File: src/rtl/fft_pkg.sv
// Shared types and arithmetic helpers for the R2^2 SDF FFT pipeline stages.
package fft_pkg;

    typedef enum logic [1:0] {
        IDLE  = 2'd0,
        FILL  = 2'd1,
        COMB  = 2'd2,
        FLUSH = 2'd3
    } state_t;

    localparam int WIDTH_DEF = 16;
    localparam int DELAY_DEF = 8;

    // Widest sample the helper supports; callers work in WIDTH+1 bits sign-extended to SAT_W+1.
    localparam int SAT_W = 32;

    // Reduce a WIDTH+1 bit add/sub result back to WIDTH bits: floor halving or clamping.
    function automatic logic signed [SAT_W-1:0] sat_scale(
        input logic signed [SAT_W:0] v,
        input int                    w,
        input logic                  scale
    );
        logic signed [SAT_W:0] hi;
        logic signed [SAT_W:0] lo;
        logic signed [SAT_W:0] r;
        hi = $signed({(SAT_W+1){1'b1}} >> (SAT_W + 2 - w));
        lo = ~hi;
        r  = v;
        if (scale) begin
            r = v >>> 1;
        end else if (v > hi) begin
            r = hi;
        end else if (v < lo) begin
            r = lo;
        end
        return r[SAT_W-1:0];
    endfunction

endpackage

File: src/rtl/bf2_addsub.sv
// Complex radix-2 add/sub: sum = a + b, diff = a - b, each part reduced back to WIDTH bits.
module bf2_addsub
    import fft_pkg::*;
#(
    parameter int WIDTH = WIDTH_DEF,
    parameter bit SCALE = 1'b1
) (
    input  logic signed [WIDTH-1:0] a_re,
    input  logic signed [WIDTH-1:0] a_im,
    input  logic signed [WIDTH-1:0] b_re,
    input  logic signed [WIDTH-1:0] b_im,
    output logic signed [WIDTH-1:0] sum_re,
    output logic signed [WIDTH-1:0] sum_im,
    output logic signed [WIDTH-1:0] diff_re,
    output logic signed [WIDTH-1:0] diff_im
);

    logic signed [WIDTH:0] s_re;
    logic signed [WIDTH:0] s_im;
    logic signed [WIDTH:0] d_re;
    logic signed [WIDTH:0] d_im;

    always_comb begin
        s_re = {a_re[WIDTH-1], a_re} + {b_re[WIDTH-1], b_re};
        s_im = {a_im[WIDTH-1], a_im} + {b_im[WIDTH-1], b_im};
        d_re = {a_re[WIDTH-1], a_re} - {b_re[WIDTH-1], b_re};
        d_im = {a_im[WIDTH-1], a_im} - {b_im[WIDTH-1], b_im};
    end

    assign sum_re  = WIDTH'(sat_scale((SAT_W+1)'(s_re), WIDTH, SCALE));
    assign sum_im  = WIDTH'(sat_scale((SAT_W+1)'(s_im), WIDTH, SCALE));
    assign diff_re = WIDTH'(sat_scale((SAT_W+1)'(d_re), WIDTH, SCALE));
    assign diff_im = WIDTH'(sat_scale((SAT_W+1)'(d_im), WIDTH, SCALE));

endmodule

File: src/rtl/sdf_bf2_stage.sv
// Radix-2 SDF butterfly stage: frame counter, feedback control and output register around
// an external delay line.
//
//  state | meaning
//  IDLE  | no frame in progress, delay line held clear
//  FILL  | first half: samples go into the delay line, pending differences drain out
//  COMB  | second half: sums go out, differences go into the delay line
//  FLUSH | no input: drain the pending differences, shift zeros in
module sdf_bf2_stage
    import fft_pkg::*;
#(
    parameter int WIDTH = WIDTH_DEF,
    parameter int DELAY = DELAY_DEF,
    parameter bit SCALE = 1'b1
) (
    input  logic                    clk,
    input  logic                    rst,
    input  logic signed [WIDTH-1:0] In_Re,
    input  logic signed [WIDTH-1:0] In_Im,
    input  logic                    In_Valid,
    output logic                    In_Ready,
    output logic signed [WIDTH-1:0] Dl_In_Re,
    output logic signed [WIDTH-1:0] Dl_In_Im,
    output logic                    Dl_Enable,
    input  logic signed [WIDTH-1:0] Dl_Out_Re,
    input  logic signed [WIDTH-1:0] Dl_Out_Im,
    output logic signed [WIDTH-1:0] Out_Re,
    output logic signed [WIDTH-1:0] Out_Im,
    output logic                    Out_Valid,
    output logic                    Frame_Err
);

    localparam int              CW         = $clog2(2 * DELAY);
    localparam logic [CW-1:0]   LAST_HALF  = CW'(DELAY - 1);
    localparam logic [CW-1:0]   LAST_FRAME = CW'(2 * DELAY - 1);

    state_t          state;
    logic [CW-1:0]   cnt;
    logic            pend;
    logic            accept;
    logic            boundary;

    logic signed [WIDTH-1:0] sum_re;
    logic signed [WIDTH-1:0] sum_im;
    logic signed [WIDTH-1:0] diff_re;
    logic signed [WIDTH-1:0] diff_im;

    bf2_addsub #(
        .WIDTH (WIDTH),
        .SCALE (SCALE)
    ) u_addsub (
        .a_re    (Dl_Out_Re),
        .a_im    (Dl_Out_Im),
        .b_re    (In_Re),
        .b_im    (In_Im),
        .sum_re  (sum_re),
        .sum_im  (sum_im),
        .diff_re (diff_re),
        .diff_im (diff_im)
    );

    assign In_Ready = (state != FLUSH);
    assign accept   = In_Valid & In_Ready;

    // COMB has just finished and no new frame follows: this cycle is the first flush cycle.
    assign boundary = (state == FILL) && (cnt == '0) && pend && !In_Valid;

    always_comb begin
        Dl_Enable = 1'b0;
        Dl_In_Re  = '0;
        Dl_In_Im  = '0;
        case (state)
            IDLE, FILL: begin
                if (accept) begin
                    Dl_Enable = 1'b1;
                    Dl_In_Re  = In_Re;
                    Dl_In_Im  = In_Im;
                end else if (boundary) begin
                    Dl_Enable = 1'b1;
                end
            end
            COMB: begin
                if (accept) begin
                    Dl_Enable = 1'b1;
                    Dl_In_Re  = diff_re;
                    Dl_In_Im  = diff_im;
                end
            end
            FLUSH: begin
                Dl_Enable = 1'b1;
            end
            default: begin
                Dl_Enable = 1'b0;
            end
        endcase
    end

    always_ff @(posedge clk) begin
        if (rst) begin
            state     <= IDLE;
            cnt       <= '0;
            pend      <= 1'b0;
            Out_Re    <= '0;
            Out_Im    <= '0;
            Out_Valid <= 1'b0;
            Frame_Err <= 1'b0;
        end else begin
            Out_Valid <= 1'b0;
            Frame_Err <= 1'b0;
            case (state)
                IDLE: begin
                    if (accept) begin
                        state <= FILL;
                        cnt   <= CW'(1);
                    end
                end
                FILL: begin
                    if (accept) begin
                        if (pend) begin
                            Out_Re    <= Dl_Out_Re;
                            Out_Im    <= Dl_Out_Im;
                            Out_Valid <= 1'b1;
                        end
                        cnt <= cnt + CW'(1);
                        if (cnt == LAST_HALF) begin
                            state <= COMB;
                            pend  <= 1'b0;
                        end
                    end else if (boundary) begin
                        Out_Re    <= Dl_Out_Re;
                        Out_Im    <= Dl_Out_Im;
                        Out_Valid <= 1'b1;
                        cnt       <= CW'(1);
                        state     <= FLUSH;
                    end else begin
                        state     <= IDLE;
                        cnt       <= '0;
                        pend      <= 1'b0;
                        Frame_Err <= 1'b1;
                    end
                end
                COMB: begin
                    if (accept) begin
                        Out_Re    <= sum_re;
                        Out_Im    <= sum_im;
                        Out_Valid <= 1'b1;
                        cnt       <= cnt + CW'(1);
                        if (cnt == LAST_FRAME) begin
                            state <= FILL;
                            pend  <= 1'b1;
                        end
                    end else begin
                        state     <= IDLE;
                        cnt       <= '0;
                        pend      <= 1'b0;
                        Frame_Err <= 1'b1;
                    end
                end
                FLUSH: begin
                    Out_Re    <= Dl_Out_Re;
                    Out_Im    <= Dl_Out_Im;
                    Out_Valid <= 1'b1;
                    if (cnt == LAST_HALF) begin
                        state <= IDLE;
                        cnt   <= '0;
                        pend  <= 1'b0;
                    end else begin
                        cnt <= cnt + CW'(1);
                    end
                end
                default: begin
                    state <= IDLE;
                    cnt   <= '0;
                    pend  <= 1'b0;
                end
            endcase
        end
    end

endmodule

File: config.mk
export PLATFORM = sky130hd
export DESIGN_NAME = sdf_bf2_stage
export DESIGN_NICKNAME = d
export VERILOG_FILES = /design/src/rtl/fft_pkg.sv /design/src/rtl/bf2_addsub.sv /design/src/rtl/sdf_bf2_stage.sv
export SDC_FILE = /design/constraint.sdc
export NUM_CORES = 1
export LEC_CHECK = 0
export CORE_AREA = 4 4 115 117
export DETAILED_ROUTE_END_ITERATION = 6
export DIE_AREA = 0 0 119 121
export GPL_ROUTABILITY_DRIVEN = 1
export PLACE_DENSITY = 0.85
export SYNTH_ARGS = -nofsm -noshare
export SYNTH_HDL_FRONTEND = slang
export SYNTH_SLANG_ARGS = --single-unit
File: constraint.sdc
create_clock -name clk -period 3.2 [get_ports clk]
set_clock_uncertainty 0.1 [all_clocks]
set_input_delay 0.64 -clock clk [delete_from_list [all_inputs] [get_ports clk]]
set_output_delay 0.64 -clock clk [all_outputs]
set_load 0.02 [all_outputs]
Yosys cells after proc, flatten, opt, wreduce, memory -nomap -nowiden
Cells that the tools add are included.
- add/subtract/negate cells: 5
- multipliers: 0
- div/mod/pow operators: 0
- magnitude comparators: 0
- equality and inequality tests: 14
- shift-type cells: 0
- muxes and demuxes: 47
- bitwise gates (word level): 1
- reduce and logical (&&, ||, !) cells: 11
- operators by type and width (operator ; number):
    16-bit two-way mux ; 12
    16-bit case mux with 3 select lines ; 2
    16-bit case mux with 2 select lines ; 2
    16-bit by 16-bit adder with 17-bit output ; 2
    16-bit by 16-bit subtractor with 17-bit output ; 2
    4-bit two-way mux ; 4
    4-bit case mux with 4 select lines ; 1
    1-bit two-way mux ; 14
    2-bit two-way mux ; 7
    3-bit != test (second input constant) ; 4
    1-bit case mux with 3 select lines ; 3
    2-bit != test (second input constant) ; 4
    2-bit case mux with 4 select lines ; 1
    4-bit AND reduction ; 2
    4-bit by 1-bit adder with 4-bit output (second input constant) ; 1
    2-bit equality test (second input constant) ; 2
    4-bit by 3-bit equality test with 1-bit output (second input constant) ; 1
    4-bit equality test (second input constant) ; 1
    4-bit zero test ; 1
    1-bit logical AND ; 3
    3-bit by 2-bit != test with 1-bit output (second input constant) ; 1
    3-bit AND reduction ; 1
    3-bit nonzero test ; 1
    2-bit by 1-bit equality test with 1-bit output (second input constant) ; 1
    other kinds (5) ; 5
- register bits after elaboration: 41
- latch bits: 0
- bits in writable memories: 0
- ROM bits: 0
- output and inout port bits: 68
- memories: 0

Depth between registers and ports, before layout
- word-level depth: 7
- gate-level depth with buffers: 11

By module
From an unflattened synthesis, not the netlist that was laid out.
- cells, all modules: 795
- area, all modules: 6033.3 sq um
- by module, submodules not included (module ; instances ; cells each ; area each (sq um) ; sequential area each (sq um)):
    bf2_addsub ; 1 ; 482 ; 3311.9 ; 0.0
    sdf_bf2_stage ; 1 ; 313 ; 2721.4 ; 820.8

Least setup slack after synthesis
OpenSTA, ideal clock, no wires.
- path kind: in2out
- from: input Dl_Out_Im[0]
- to: output Dl_In_Im[13]
- arrival: 2650 ps
- data required time: 2460 ps
- slack: -190 ps
- stages: 9
- path buffers: 0
- cell sequence: nand2b_1 fa_1 a211oi_1 o211ai_1 nand4_1 a21boi_0 o22a_1 xnor2_1 o21ai_0
- longest elaborated chain between the ends: 3
- RTL lines (what ; line ; RTL):
    start, declared ; sdf_bf2_stage.sv:26 ; input logic signed [WIDTH-1:0] Dl_Out_Im,
    16-bit by 16-bit subtractor with 17-bit output ; bf2_addsub.sv:27 ; d_im = {a_im[WIDTH-1], a_im} - {b_im[WIDTH-1], b_im};
    16-bit two-way mux ; sdf_bf2_stage.sv:83 ; if (accept) begin
    16-bit case mux with 2 select lines ; sdf_bf2_stage.sv:72 ; case (state)
    end, declared ; sdf_bf2_stage.sv:23 ; output logic signed [WIDTH-1:0] Dl_In_Im,
Every way passes these cells.

Worst setup path in the final report
- from: input Dl_Out_Re[0]
- to: output Dl_In_Re[13]
- longest elaborated chain between the ends: 3
- RTL lines (what ; line ; RTL):
    start, declared ; sdf_bf2_stage.sv:25 ; input logic signed [WIDTH-1:0] Dl_Out_Re,
    16-bit by 16-bit subtractor with 17-bit output ; bf2_addsub.sv:26 ; d_re = {a_re[WIDTH-1], a_re} - {b_re[WIDTH-1], b_re};
    16-bit two-way mux ; sdf_bf2_stage.sv:83 ;
    16-bit case mux with 2 select lines ; sdf_bf2_stage.sv:72 ;
    end, declared ; sdf_bf2_stage.sv:22 ; output logic signed [WIDTH-1:0] Dl_In_Re,
Every way passes these cells.

==> run metrics <==
Syn Inst Count 775; Cell Rows 41; hold slack 0.350 ns; Max Cap Violations 0; CTS buffer count 5; sw frac 39.6%; FF+latch count, synth 41; utilization after layout 75.8%; HP Class register to register; CTS H-tree depth 2; crit share post-route 106%; layout cell share with drive strength beyond 1 39.1%; CTS root buf clkbuf_16; crit end category output port; share of power burned in registers 19.8%; drt drc 0; Top delay family on crit path compound AO/OA/AOI/OAI gates; Req. time, crit path 2.46 ns; n_diodes 0; final setup vio count 11; Starting Density 45.8%; Mapped Nets 913; GRT Overall Usage 30.2%; largest net degree at the start of global routing 41; slowest stage delay, CP 0.37 ns; Switch Pwr 1220 uW; relative slew slack 65.5%; Skew-Pair Late Insertion Delay 0.28 ns; sequential area share after synthesis 14.5%; Buf/Inv on CP 2; NumNets Final 1234; Chip Width 119 um; peak supply drop 0.000272 V; Internal Power 1860 uW; P&R area growth vs syn 65.6%; clock-pin slew on the worst setup and hold paths 0.06 ns; Final GP Congestion 0.940; clock share of power 19.3%; Max Freq 0.296 GHz; status finished with violations; crit path max fanout 2; detailed placement HPWL 16.0 mm; I/O pin count 135; CTS tree yes; CTS sink count 41; Pleak 0.00418 uW; fin crit period 3.38 ns; WS Path Type primary input to output port; hold buffer count at cts 0; post-DR vias/cell 5.83; Comb power frac 60.9%; mean routed wirelength per cell 18.3 um; Post-Synthesis Cell Area 5660 um^2; global-route wire length before repair 36.1 mm; Arr. time, crit path 2.64 ns; Worst-Margin Slew 0.516 ns; critical path, cell by cell buf_6 > nand2b_4 > fa_2 > a211oi_4 > o21ai_2 > a21o_1 > a31oi_2 > o21ai_2 > nand2b_4 > a32o_2 > buf_6; unrepaired setup endpoints after global routing true; pwr/cell area 328 nW/um^2; WL final 23.2 mm; core box area 12400 um^2; Fin. Hold Viols 0; 1st-iter DRT viols 534; die height 121 um; EDFF count, synth 0; Post-synth ARST share 0%; Netlist cell types 83; overall power 3080 uW; I/O Buffers 134; Ys Warns 0; Clock Path Buffers 2; GR Overflow Total 0; die area 14400 um^2; Slew Viols, Final 0; setup ws final -0.182 ns; failing checks setup timing; slowest CP cell fa_2; setup TNS -1.01 ns; vias in the first global route 7544; 1st-pass router iterations 5; via count 7393; Main synth FF type dfxtp_1; Post-Syn Area per Cell 7.30 um^2; Routed Antenna Nets 0; crit path launch type primary input; initial antenna violation count 0
[cell type report]
| type | count | area [um^2] |
|---|---|---|
| Tap cell | 172 | 215 |
| Sequential cell | 41 | 821 |
| Clock inverter | 1 | 30.0 |
| Fill cell | 758 | 2990 |
| Timing Repair Buffer | 360 | 2930 |
| Inverter | 64 | 256 |
| Multi-Input combinational cell | 624 | 4980 |
| Clock buffer | 7 | 143 |
[placed cells by master (no fill, tap or decap), types with 5 or more instances in the layout]
cell             synthesis  layout
buf_4                    5     228
nor2_1                  82      78
a21oi_1                 72      62
nand2_1                 61      57
clkdlybuf4s50_1          0      54
dfxtp_1                 41      41
ha_1                    67      41
xnor2_1                 39      37
inv_1                   59      35
ha_4                     0      26
o21ai_0                 41      25
o21ai_1                 22      25
inv_2                    4      23
buf_6                   10      23
dlygate4sd2_1            0      19
nor3_1                  21      17
clkbuf_2                 0      15
o21ai_2                  1      14
a211oi_1                15      14
buf_2                   10      13
nand3_1                 13      12
a21o_1                  10      10
xor2_1                  10       9
a31oi_1                 12       9
nand2b_1                12       8
nor2b_1                  7       7
a21oi_2                  1       7
a22o_1                   6       6
a211o_1                  6       6
o21bai_1                 5       5
o211ai_1                 5       5
nor4_1                   6       5
and4_1                   5       5
clkbuf_16                0       5
[power by group through the flow]
stage	Combinational (uW)	Sequential (uW)	Clock (uW)
after global routing	2000	616	623
final	1870	611	594
after floorplan	845	667	0
after CTS	1730	608	603
after global placement	1570	618	0
after detailed placement	1610	619	0
[path summary, 6_finish.rpt]
| check | from | end | slack [ns] | cells past startpoint |
|---|---|---|---|---|
| max | Dl_Out_Re[0] | Dl_In_Re[13] | -0.18 | 11 |
| max reg2reg | state[0] | Out_Im[12] | 0.32 | 9 |
| min | Out_Im[1] | Out_Im[1] | 0.35 | 2 |
| min reg2reg | Out_Im[1] | Out_Im[1] | 0.35 | 2 |
[synthesized netlist by cell type (all sizes together), types with 13 or more instances]
cell type	number	share of area (%)
o21ai	64	5.7
a211oi	20	3.1
a21oi	73	6.5
clkbuf	18	1.2
inv	63	4.2
nand2	62	4.2
buf	28	3.7
nor2	86	6.1
nor3	22	2.0
nand3	13	1.1
ha	67	15
dfxtp	41	15
xnor2	39	6.0
[what timing repair did]
action,in CTS,in global routing
endpoints found under the hold margin,0,0
pin swaps,81,55
setup endpoints to repair,33,29
gates resized for setup,340,87
buffers inserted,22,9
[cell families (layout without fill, tap and decap cells)]
logic type	after synthesis	count (layout)	synth area share, %
flip-flops	41	41	14.5
adder cells (fa/ha/maj)	71	71	16.2
AO/OA/AOI/OAI	254	254	30.3
AND/OR/NAND/NOR	246	246	21.5
buffers and inverters	110	432	9.20
multiplexers	4	4	0.729
XOR/XNOR	49	49	7.58
[tightest hold or removal path, stage by stage, from the launching register on]
cell and delay [ns]:
dfxtp_1 0.31, nand2_1 0.05, a21oi_1 0.05
[state kept, by name, summed over array words and instances, names as in the netlist]
register	cells
Out_Im	16
cnt	4
Out_Re	16
Out_Valid	1
Frame_Err	1
state	2
pend	1
[through the flow]
step                      setup WS (ns)  cell area (um^2)  std cells
after detailed placement          -1.13              8460       1232
after floorplan                 -0.0391              5680        775
after CTS                        -0.208              9170       1261
after global placement            -1.09              8460       1232
after global routing             -0.210              9370       1269
final                            -0.182              9370       1269
[metal layers]
layer | part of all wire, % | GRT usage, % | routed length [um]
met3 | 7.9 | 6.43 | 1840
met4 | 5.4 | 13.2 | 1260
met1 | 39 | 35.4 | 9050
met2 | 48 | 53.0 | 11100
met5 | 0 | 0 | 0
Power figures use the tool's default switching activity.
